===== src/rtl/spi_recv_con_if.sv =====
// Link and result signals of the parallel SPI receiver.
// The master side drives the link; the slave side is the receiver.
interface spi_recv_con_if #(
  parameter int DATA_WIDTH = 8,
  parameter int LINES      = 6
);
  logic [LINES-1:0]                 chip_data_in;
  logic                             chip_clk_in;
  logic                             chip_sel_in;
  logic [LINES-1:0][DATA_WIDTH-1:0] data_out;
  logic                             data_valid_out;
  logic                             frame_error_out;

  modport master (
    output chip_data_in, chip_clk_in, chip_sel_in,
    input  data_out, data_valid_out, frame_error_out
  );

  modport slave (
    input  chip_data_in, chip_clk_in, chip_sel_in,
    output data_out, data_valid_out, frame_error_out
  );
endinterface


===== src/rtl/spi_recv_con.sv =====
// Multi-line SPI receiver: synchronizes DCLK/CS/COPI and deserializes one word per line.
// Posts complete words with a one-cycle valid strobe and flags truncated frames.
module spi_recv_con #(
  parameter int DATA_WIDTH  = 8,
  parameter int LINES       = 6,
  parameter int SYNC_STAGES = 2
) (
  input logic           clk_in,
  input logic           rst_in,
  spi_recv_con_if.slave bus
);
  localparam int CNT_W = $clog2(DATA_WIDTH + 1);
  localparam logic [CNT_W-1:0] CNT_ZERO = CNT_W'(0);
  localparam logic [CNT_W-1:0] CNT_ONE  = CNT_W'(1);
  localparam logic [CNT_W-1:0] CNT_FULL = CNT_W'(DATA_WIDTH);

  typedef enum logic [1:0] {
    ST_ARMED = 2'd0,
    ST_IDLE  = 2'd1,
    ST_RECV  = 2'd2
  } state_t;

  logic [SYNC_STAGES-1:0][LINES-1:0] data_sync_r;
  logic [SYNC_STAGES-1:0]            clk_sync_r;
  logic [SYNC_STAGES-1:0]            cs_sync_r;
  logic                              clk_prev_r;
  logic                              cs_prev_r;
  logic [SYNC_STAGES:0]              flush_r;

  state_t                           state_r, state_nxt_s;
  logic [CNT_W-1:0]                 cnt_r, cnt_nxt_s;
  logic [LINES-1:0][DATA_WIDTH-1:0] shift_r, shift_nxt_s, shifted_s;
  logic [LINES-1:0][DATA_WIDTH-1:0] data_r, data_nxt_s;
  logic                             valid_r, valid_nxt_s;
  logic                             err_pend_r, err_pend_nxt_s;
  logic                             err_r;

  logic             clk_rise_s, cs_rise_s, cs_fall_s, flush_done_s;
  logic [LINES-1:0] line_bits_s;

  // Input synchronizers and edge-detect history; CS idles high so its chain resets to 1.
  always_ff @(posedge clk_in or posedge rst_in) begin
    if (rst_in) begin
      data_sync_r <= '0;
      clk_sync_r  <= '0;
      cs_sync_r   <= '1;
      clk_prev_r  <= 1'b0;
      cs_prev_r   <= 1'b1;
      flush_r     <= '0;
    end else begin
      data_sync_r <= {data_sync_r[SYNC_STAGES-2:0], bus.chip_data_in};
      clk_sync_r  <= {clk_sync_r[SYNC_STAGES-2:0], bus.chip_clk_in};
      cs_sync_r   <= {cs_sync_r[SYNC_STAGES-2:0], bus.chip_sel_in};
      clk_prev_r  <= clk_sync_r[SYNC_STAGES-1];
      cs_prev_r   <= cs_sync_r[SYNC_STAGES-1];
      flush_r     <= {flush_r[SYNC_STAGES-1:0], 1'b1};
    end
  end

  assign clk_rise_s   = clk_sync_r[SYNC_STAGES-1] & ~clk_prev_r;
  assign cs_rise_s    = cs_sync_r[SYNC_STAGES-1] & ~cs_prev_r;
  assign cs_fall_s    = ~cs_sync_r[SYNC_STAGES-1] & cs_prev_r;
  assign line_bits_s  = data_sync_r[SYNC_STAGES-1];
  // The reset-preset CS chain must be flushed before its high level is trusted.
  assign flush_done_s = flush_r[SYNC_STAGES];

  // Each line's shift register with the new synced bit entering at the LSB.
  always_comb begin
    shifted_s = shift_r;
    for (int i = 0; i < LINES; i++) begin
      shifted_s[i] = {shift_r[i][DATA_WIDTH-2:0], line_bits_s[i]};
    end
  end

  // Next-state and datapath decisions for the receive FSM.
  always_comb begin
    state_nxt_s    = state_r;
    cnt_nxt_s      = cnt_r;
    shift_nxt_s    = shift_r;
    data_nxt_s     = data_r;
    valid_nxt_s    = 1'b0;
    err_pend_nxt_s = 1'b0;
    case (state_r)
      ST_ARMED: begin
        if (flush_done_s && cs_sync_r[SYNC_STAGES-1]) begin
          state_nxt_s = ST_IDLE;
        end else begin
          state_nxt_s = ST_ARMED;
        end
      end
      ST_IDLE: begin
        if (cs_fall_s) begin
          cnt_nxt_s   = CNT_ZERO;
          shift_nxt_s = '0;
          state_nxt_s = ST_RECV;
        end else begin
          state_nxt_s = ST_IDLE;
        end
      end
      ST_RECV: begin
        if (cnt_r == CNT_FULL) begin
          data_nxt_s  = shift_r;
          valid_nxt_s = 1'b1;
          cnt_nxt_s   = CNT_ZERO;
        end else begin
          cnt_nxt_s = cnt_r;
        end
        // CS rising wins over a coincident DCLK edge.
        if (cs_rise_s) begin
          state_nxt_s = ST_IDLE;
          if ((cnt_r != CNT_ZERO) && (cnt_r != CNT_FULL)) begin
            err_pend_nxt_s = 1'b1;
          end else begin
            err_pend_nxt_s = 1'b0;
          end
        end else if (clk_rise_s) begin
          shift_nxt_s = shifted_s;
          if (cnt_r == CNT_FULL) begin
            cnt_nxt_s = CNT_ONE;
          end else begin
            cnt_nxt_s = cnt_r + CNT_ONE;
          end
        end else begin
          state_nxt_s = ST_RECV;
        end
      end
      default: begin
        state_nxt_s = ST_ARMED;
      end
    endcase
  end

  // FSM state register.
  always_ff @(posedge clk_in or posedge rst_in) begin
    if (rst_in) begin
      state_r <= ST_ARMED;
    end else begin
      state_r <= state_nxt_s;
    end
  end

  // Datapath and output registers; the error strobe is delayed one cycle to match valid latency.
  always_ff @(posedge clk_in or posedge rst_in) begin
    if (rst_in) begin
      cnt_r      <= CNT_ZERO;
      shift_r    <= '0;
      data_r     <= '0;
      valid_r    <= 1'b0;
      err_pend_r <= 1'b0;
      err_r      <= 1'b0;
    end else begin
      cnt_r      <= cnt_nxt_s;
      shift_r    <= shift_nxt_s;
      data_r     <= data_nxt_s;
      valid_r    <= valid_nxt_s;
      err_pend_r <= err_pend_nxt_s;
      err_r      <= err_pend_r;
    end
  end

  assign bus.data_out        = data_r;
  assign bus.data_valid_out  = valid_r;
  assign bus.frame_error_out = err_r;
endmodule


===== src/flat_wrapper.sv =====
// flat-port wrapper written by rule: the top's interface ports become plain ports
module spi_recv_con_flat 
#(
  parameter int DATA_WIDTH  = 8,
  parameter int LINES       = 6,
  parameter int SYNC_STAGES = 2
)
  (clk_in, rst_in, bus_chip_data_in, bus_chip_clk_in, bus_chip_sel_in, bus_data_out, bus_data_valid_out, bus_frame_error_out);
  spi_recv_con_if #(.DATA_WIDTH(DATA_WIDTH), .LINES(LINES)) bus_i ();
  input logic clk_in;
  input logic rst_in;
  input wire logic [$bits(bus_i.chip_data_in)-1:0] bus_chip_data_in;
  input wire logic [$bits(bus_i.chip_clk_in)-1:0] bus_chip_clk_in;
  input wire logic [$bits(bus_i.chip_sel_in)-1:0] bus_chip_sel_in;
  output wire logic [$bits(bus_i.data_out)-1:0] bus_data_out;
  output wire logic [$bits(bus_i.data_valid_out)-1:0] bus_data_valid_out;
  output wire logic [$bits(bus_i.frame_error_out)-1:0] bus_frame_error_out;
  assign bus_i.chip_data_in = bus_chip_data_in;
  assign bus_i.chip_clk_in = bus_chip_clk_in;
  assign bus_i.chip_sel_in = bus_chip_sel_in;
  assign bus_data_out = bus_i.data_out;
  assign bus_data_valid_out = bus_i.data_valid_out;
  assign bus_frame_error_out = bus_i.frame_error_out;
  spi_recv_con #(.DATA_WIDTH(DATA_WIDTH), .LINES(LINES), .SYNC_STAGES(SYNC_STAGES)) u_core (.clk_in(clk_in), .rst_in(rst_in), .bus(bus_i));
endmodule

===== config.mk =====
export PLATFORM = sky130hd
export DESIGN_NAME = spi_recv_con_flat
export DESIGN_NICKNAME = d
export VERILOG_FILES = /design/src/rtl/spi_recv_con_if.sv /design/src/rtl/spi_recv_con.sv /design/src/flat_wrapper.sv
export SDC_FILE = /design/constraint.sdc
export NUM_CORES = 1
export LEC_CHECK = 0
export ABC_AREA = 1
export BUFFER_PORTS_ARGS = -buffer_cell sky130_fd_sc_hd__buf_2
export CORE_UTILIZATION = 58
export DETAILED_ROUTE_END_ITERATION = 7
export GPL_ROUTABILITY_DRIVEN = 0
export GPL_TIMING_DRIVEN = 0
export PLACE_DENSITY = 0.87
export SLEW_MARGIN = 20
export SYNTH_ARGS = -nofsm -noshare
export SYNTH_HDL_FRONTEND = slang
export SYNTH_SLANG_ARGS = --single-unit

===== constraint.sdc =====
create_clock -name clk_in -period 4 [get_ports clk_in]
set_clock_uncertainty 0.15 [all_clocks]
set_input_delay 0 -clock clk_in [delete_from_list [all_inputs] [get_ports clk_in]]
set_output_delay 0 -clock clk_in [all_outputs]
set_load 0.005 [all_outputs]

Word level (Yosys, flattened, before mapping) --
Cells that the tools add are included.
Operators by class: $add $sub $neg 1, equal/unequal tests 8, multiplexer cells 20, bitwise gates (word level) 6, reductions and logical operators 8
Operators with widths (count):
- $mux W48 | 3
- $pmux W48 S2 | 1
- $mux W4 | 5
- $pmux W4 S2 | 1
- $mux W1 | 6
- $mux W2 | 3
- $pmux W2 S3 | 1
- $add A4 B1 Y4 const B | 1
- $eq A4 B4 Y1 const B | 1
- $ne A2 B1 Y1 const B | 2
- $ne A4 B4 Y1 const B | 1
- $reduce_and A2 Y1 | 2
- $reduce_and A4 Y1 | 1
- $reduce_bool A4 Y1 | 1
- $and A1 B1 Y1 | 3
- $ne A3 B3 Y1 const B | 1
- $not A1 Y1 | 3
- $eq A2 B1 Y1 const B | 1
- $eq A2 B2 Y1 const B | 1
- $logic_and A1 B1 Y1 | 2
- $logic_not A2 Y1 | 1
- $ne A2 B2 Y1 const B | 1
- $reduce_bool A2 Y1 | 1
Word-level totals: register bits after elaboration 126, input port bits 10, word-level logic and storage cells 67

Depth between registers and ports, before layout --
word-level depth 5, depth in mapped cells 9, mapped depth without buffers 7

Least setup slack after synthesis --
OpenSTA, ideal clock, no wires.
path kind reg-to-reg, start point reg u_core.cnt_r[0], end point reg u_core.data_r (netlist bit u_core.bus.data_out[10]), setup time 0.065 ns, arrival 1.320 ns, required time 3.785 ns, setup slack 2.465 ns, cell stages (with the launch flop) 9, path buffers 2, cell sequence dfrtp_1 inv_1 ha_1 nand3_2 nor2_4 buf_4 buf_6 nand2_1 nand2_1
On the way: cells in the longest elaborated chain, start to end 2
RTL lines:
- from (decl) | RTL line spi_recv_con.sv:31 | logic [CNT_W-1:0] cnt_r, cnt_nxt_s;
- from (signal assigned) | RTL line spi_recv_con.sv:152 | cnt_r <= cnt_nxt_s;
- $eq A4 B4 Y1 | RTL line spi_recv_con.sv:101 | if (cnt_r == CNT_FULL) begin
- $reduce_and A2 Y1 (no source line)
- to (signal assigned) | RTL line spi_recv_con.sv:154 | data_r <= data_nxt_s;
- to (decl) | RTL line spi_recv_con.sv:33 | logic [LINES-1:0][DATA_WIDTH-1:0] data_r, data_nxt_s;
No other way between the ends. A chain may end at the register's enable or synchronous reset.

Worst setup path after layout --
Same ends and word-level chain as after synthesis.

==> reports/results.ini <==
[clock_network]
numCtsBuffers=17
cts_tree=done
cts_resized=0
clk_latency_ps=530
cts_setup_buffers=0
cts.sinks=126
clockBufferDepth=2
path_clk_slew_ps=60
htreeDepth=4
cts_root_buf=clkbuf_8

[logic_synthesis]
synth_compound_area_share_pct=4.890
ys_ff_latch=126
async_flop_share_pct=100.0
synth.mux.area_fraction_pct=0
ys.flop_type=dfrtp_1
yosysUniqueCellTypes=21
yosysWarnings=0
synthAdderAreaFrac_pct=0.4794
netlist_area_um2=5220
synth_top_family_by_area=simple AND/OR/NAND/NOR gates
synth_simple_gate_area_share_pct=26.15
synth_nets=622
ys_seq_area_share_pct=60.47
postSynthCellCount=610
synth_xor_area_share_pct=0
synth_edf_count=0
avgSynthCellArea_um2=8.557

[detailed_routing]
via_per_inst=5.470
vias=4529
first_pass_iters=5
routed_wl_um=12680
ant_nets=0
drc=0
drtIter0Drc=352
routedWlPerCell_um=15.32

[run_status]
outcome=complete, no violations

[sta]
fmax_mhz=509.3
period_minus_slack_ps=1964
finalMaxSlewViolations=0
finalSetupViolCount=0
maxSlewHeadroom_pct=63.77
final_min_period_over_clock_period_pct=49.09
hold_viol=0
rsz0062_at_grt=no
tightest_slew_ps=543.4

[worst_setup_path]
worstPathCellList=inv_1, ha_1, nand3_2, nor2_4, buf_4, buf_6, nand2_1, nand2_1
crit_type=reg -> reg
critical_path_arrival_ps=2280
crit_path_end_kind=flip-flop
worst-path-max-fanout=10
cpMostUsedCell=nand2_1
required_ps=4310
cp-start-kind=flip-flop
path_buf_inv=3
cp_slowest_stage_delay_ps=430
cp_top_family=simple AND/OR/NAND/NOR gates
cp_slowest_cell=dfrtp_1

[grt]
grt_first_pass_wirelength_um=21490
grt.overflow.total=0
grt_max_degree=79
first_global_vias=4667
grt.total_usage_pct=29.42
antenna_found_initial=0

[floorplanning]
rows=34
num_io_pins=60
die_area_um2=9384
chipWidth_um=96.87
core_um2=8721
start_util_pct=59.86
die_h_um=96.87

[cells_and_area]
layout_common_cells=nand2_1 (212), dfrtp_1 (123), buf_2 (66), nand3_1 (59)
fin_util_pct=74.33
final_cell_area_um2=6482
drive_gt1_share_pct=16.94
nets=719
layout_commonest_cell=nand2_1
area_growth_pct=24.19
diodes=0

[min_path]
min_path_type=reg -> reg

[power_and_ir_drop]
p_comb_share_pct=10.8
power.share.clock_pct=48.1
peakVddDrop_mv=0.3719
switching_share_pct=26.31
p_int_uw=2454
pwr-share-seq_pct=41.0
p_switching_uw=876.1
leakage_uw=0.003551
power.density_nw_per_um2=513.7

[placement]
dpl_cell_area_um2=5683
hpwl_um=7402
port_buffers=59

[job]
maxCapViolations=0

[registers in the layout, summed over array words and instances, names as in the netlist]
name	count
u_core.bus.data_out	48
u_core.bus.data_valid_out	1
u_core.bus.frame_error_out	1
u_core.clk_prev_r	1
u_core.clk_sync_r	2
u_core.cnt_r	4
u_core.cs_prev_r	1
u_core.cs_sync_r	2
u_core.data_sync_r	6
u_core.err_pend_r	1
u_core.flush_r	3
u_core.line_bits_s	6
u_core.shift_r	48
u_core.state_r	2
[layer usage]
metal | track usage, % | part of all wire (%)
met4 | 18.94 | 4.9
met2 | 48.65 | 51
met1 | 34.18 | 38
met3 | 7.370 | 6.1
met5 | 0 | 0
[cells by family after synthesis]
group                      Yosys count
AOI/OAI and AO/OA                   51
adders and majority gates            2
buffers and inverters               96
DFF                                126
other                                1
and+or+nand+nor                    334
[cell type report]
| class | count | area [um^2] |
|---|---|---|
| buffer | 35 | 185.2 |
| clock buffer | 18 | 427.9 |
| clock inverter | 14 | 191.4 |
| fill | 552 | 2238 |
| inverter | 61 | 234.0 |
| multi-input combinational | 388 | 1649 |
| sequential | 126 | 3157 |
| tap | 108 | 135.1 |
| timing repair buffer | 78 | 503.0 |
[synthesized netlist by cell type (2+ instances only)]
| library cell | instances | area (um^2) |
|---|---|---|
| ha_1 | 2 | 25.02 |
| dfstp_2 | 3 | 78.83 |
| nor2_4 | 2 | 22.52 |
| nand3_2 | 2 | 20.02 |
| buf_6 | 4 | 45.04 |
| buf_2 | 7 | 35.03 |
| nand3_1 | 59 | 295.3 |
| buf_4 | 4 | 30.03 |
| o21ai_0 | 49 | 245.2 |
| nand4_1 | 2 | 12.51 |
| dfrtp_1 | 123 | 3078 |
| nor2_1 | 55 | 206.5 |
| nand2_1 | 212 | 795.8 |
| clkbuf_1 | 20 | 75.07 |
| inv_2 | 5 | 18.77 |
| inv_1 | 56 | 210.2 |
[power groups by stage]
stage               combinational [uW]  clock, uW  sequential (uW)
global route                       400       1670             1370
detailed placement                 333          0             1390
floorplan                          247          0             1380
global placement                   316          0             1380
finish                             360       1600             1370
CTS                                357       1600             1370
[repair_timing]
item                                    in CTS  in global routing
hold buffers                                18                  0
endpoints found under the hold margin      131                  0
endpoints found under the setup margin       0                  0
[path summary, 6_finish.rpt]
kind	startpoint	slack, ps	cells after the start	to
setup / recovery	u_core.cnt_r[0]$_DFFE_PP0P_	2040	8	u_core.bus.data_out[10]$_DFFE_PP0P_
hold / removal	u_core.data_sync_r[3]$_DFF_PP0_	200	0	u_core.line_bits_s[3]$_DFF_PP0_
setup reg to reg	u_core.cnt_r[0]$_DFFE_PP0P_	2040	8	u_core.bus.data_out[10]$_DFFE_PP0P_
min in group asynchronous	rst_in	480	4	u_core.bus.data_out[20]$_DFFE_PP0P_
hold reg to reg	u_core.data_sync_r[3]$_DFF_PP0_	200	0	u_core.line_bits_s[3]$_DFF_PP0_
max in group asynchronous	rst_in	2460	5	u_core.cs_prev_r$_DFF_PP1_
[through the flow]
stage                     setup WS (ps)  setup TNS [ps]  hold slack, ps  total power, uW  instances
after floorplan                   499.0               0          -145.5             1624        610
after global placement           -643.5          -78180          -43.21             1700        777
after detailed placement           2124               0          -88.97             1719        778
after CTS                          2067               0           198.6             3326        828
after global routing               1965               0           204.3             3436        828
final                              2036               0           196.4             3330        828
Note: power is estimated with default switching activity, not from simulation.
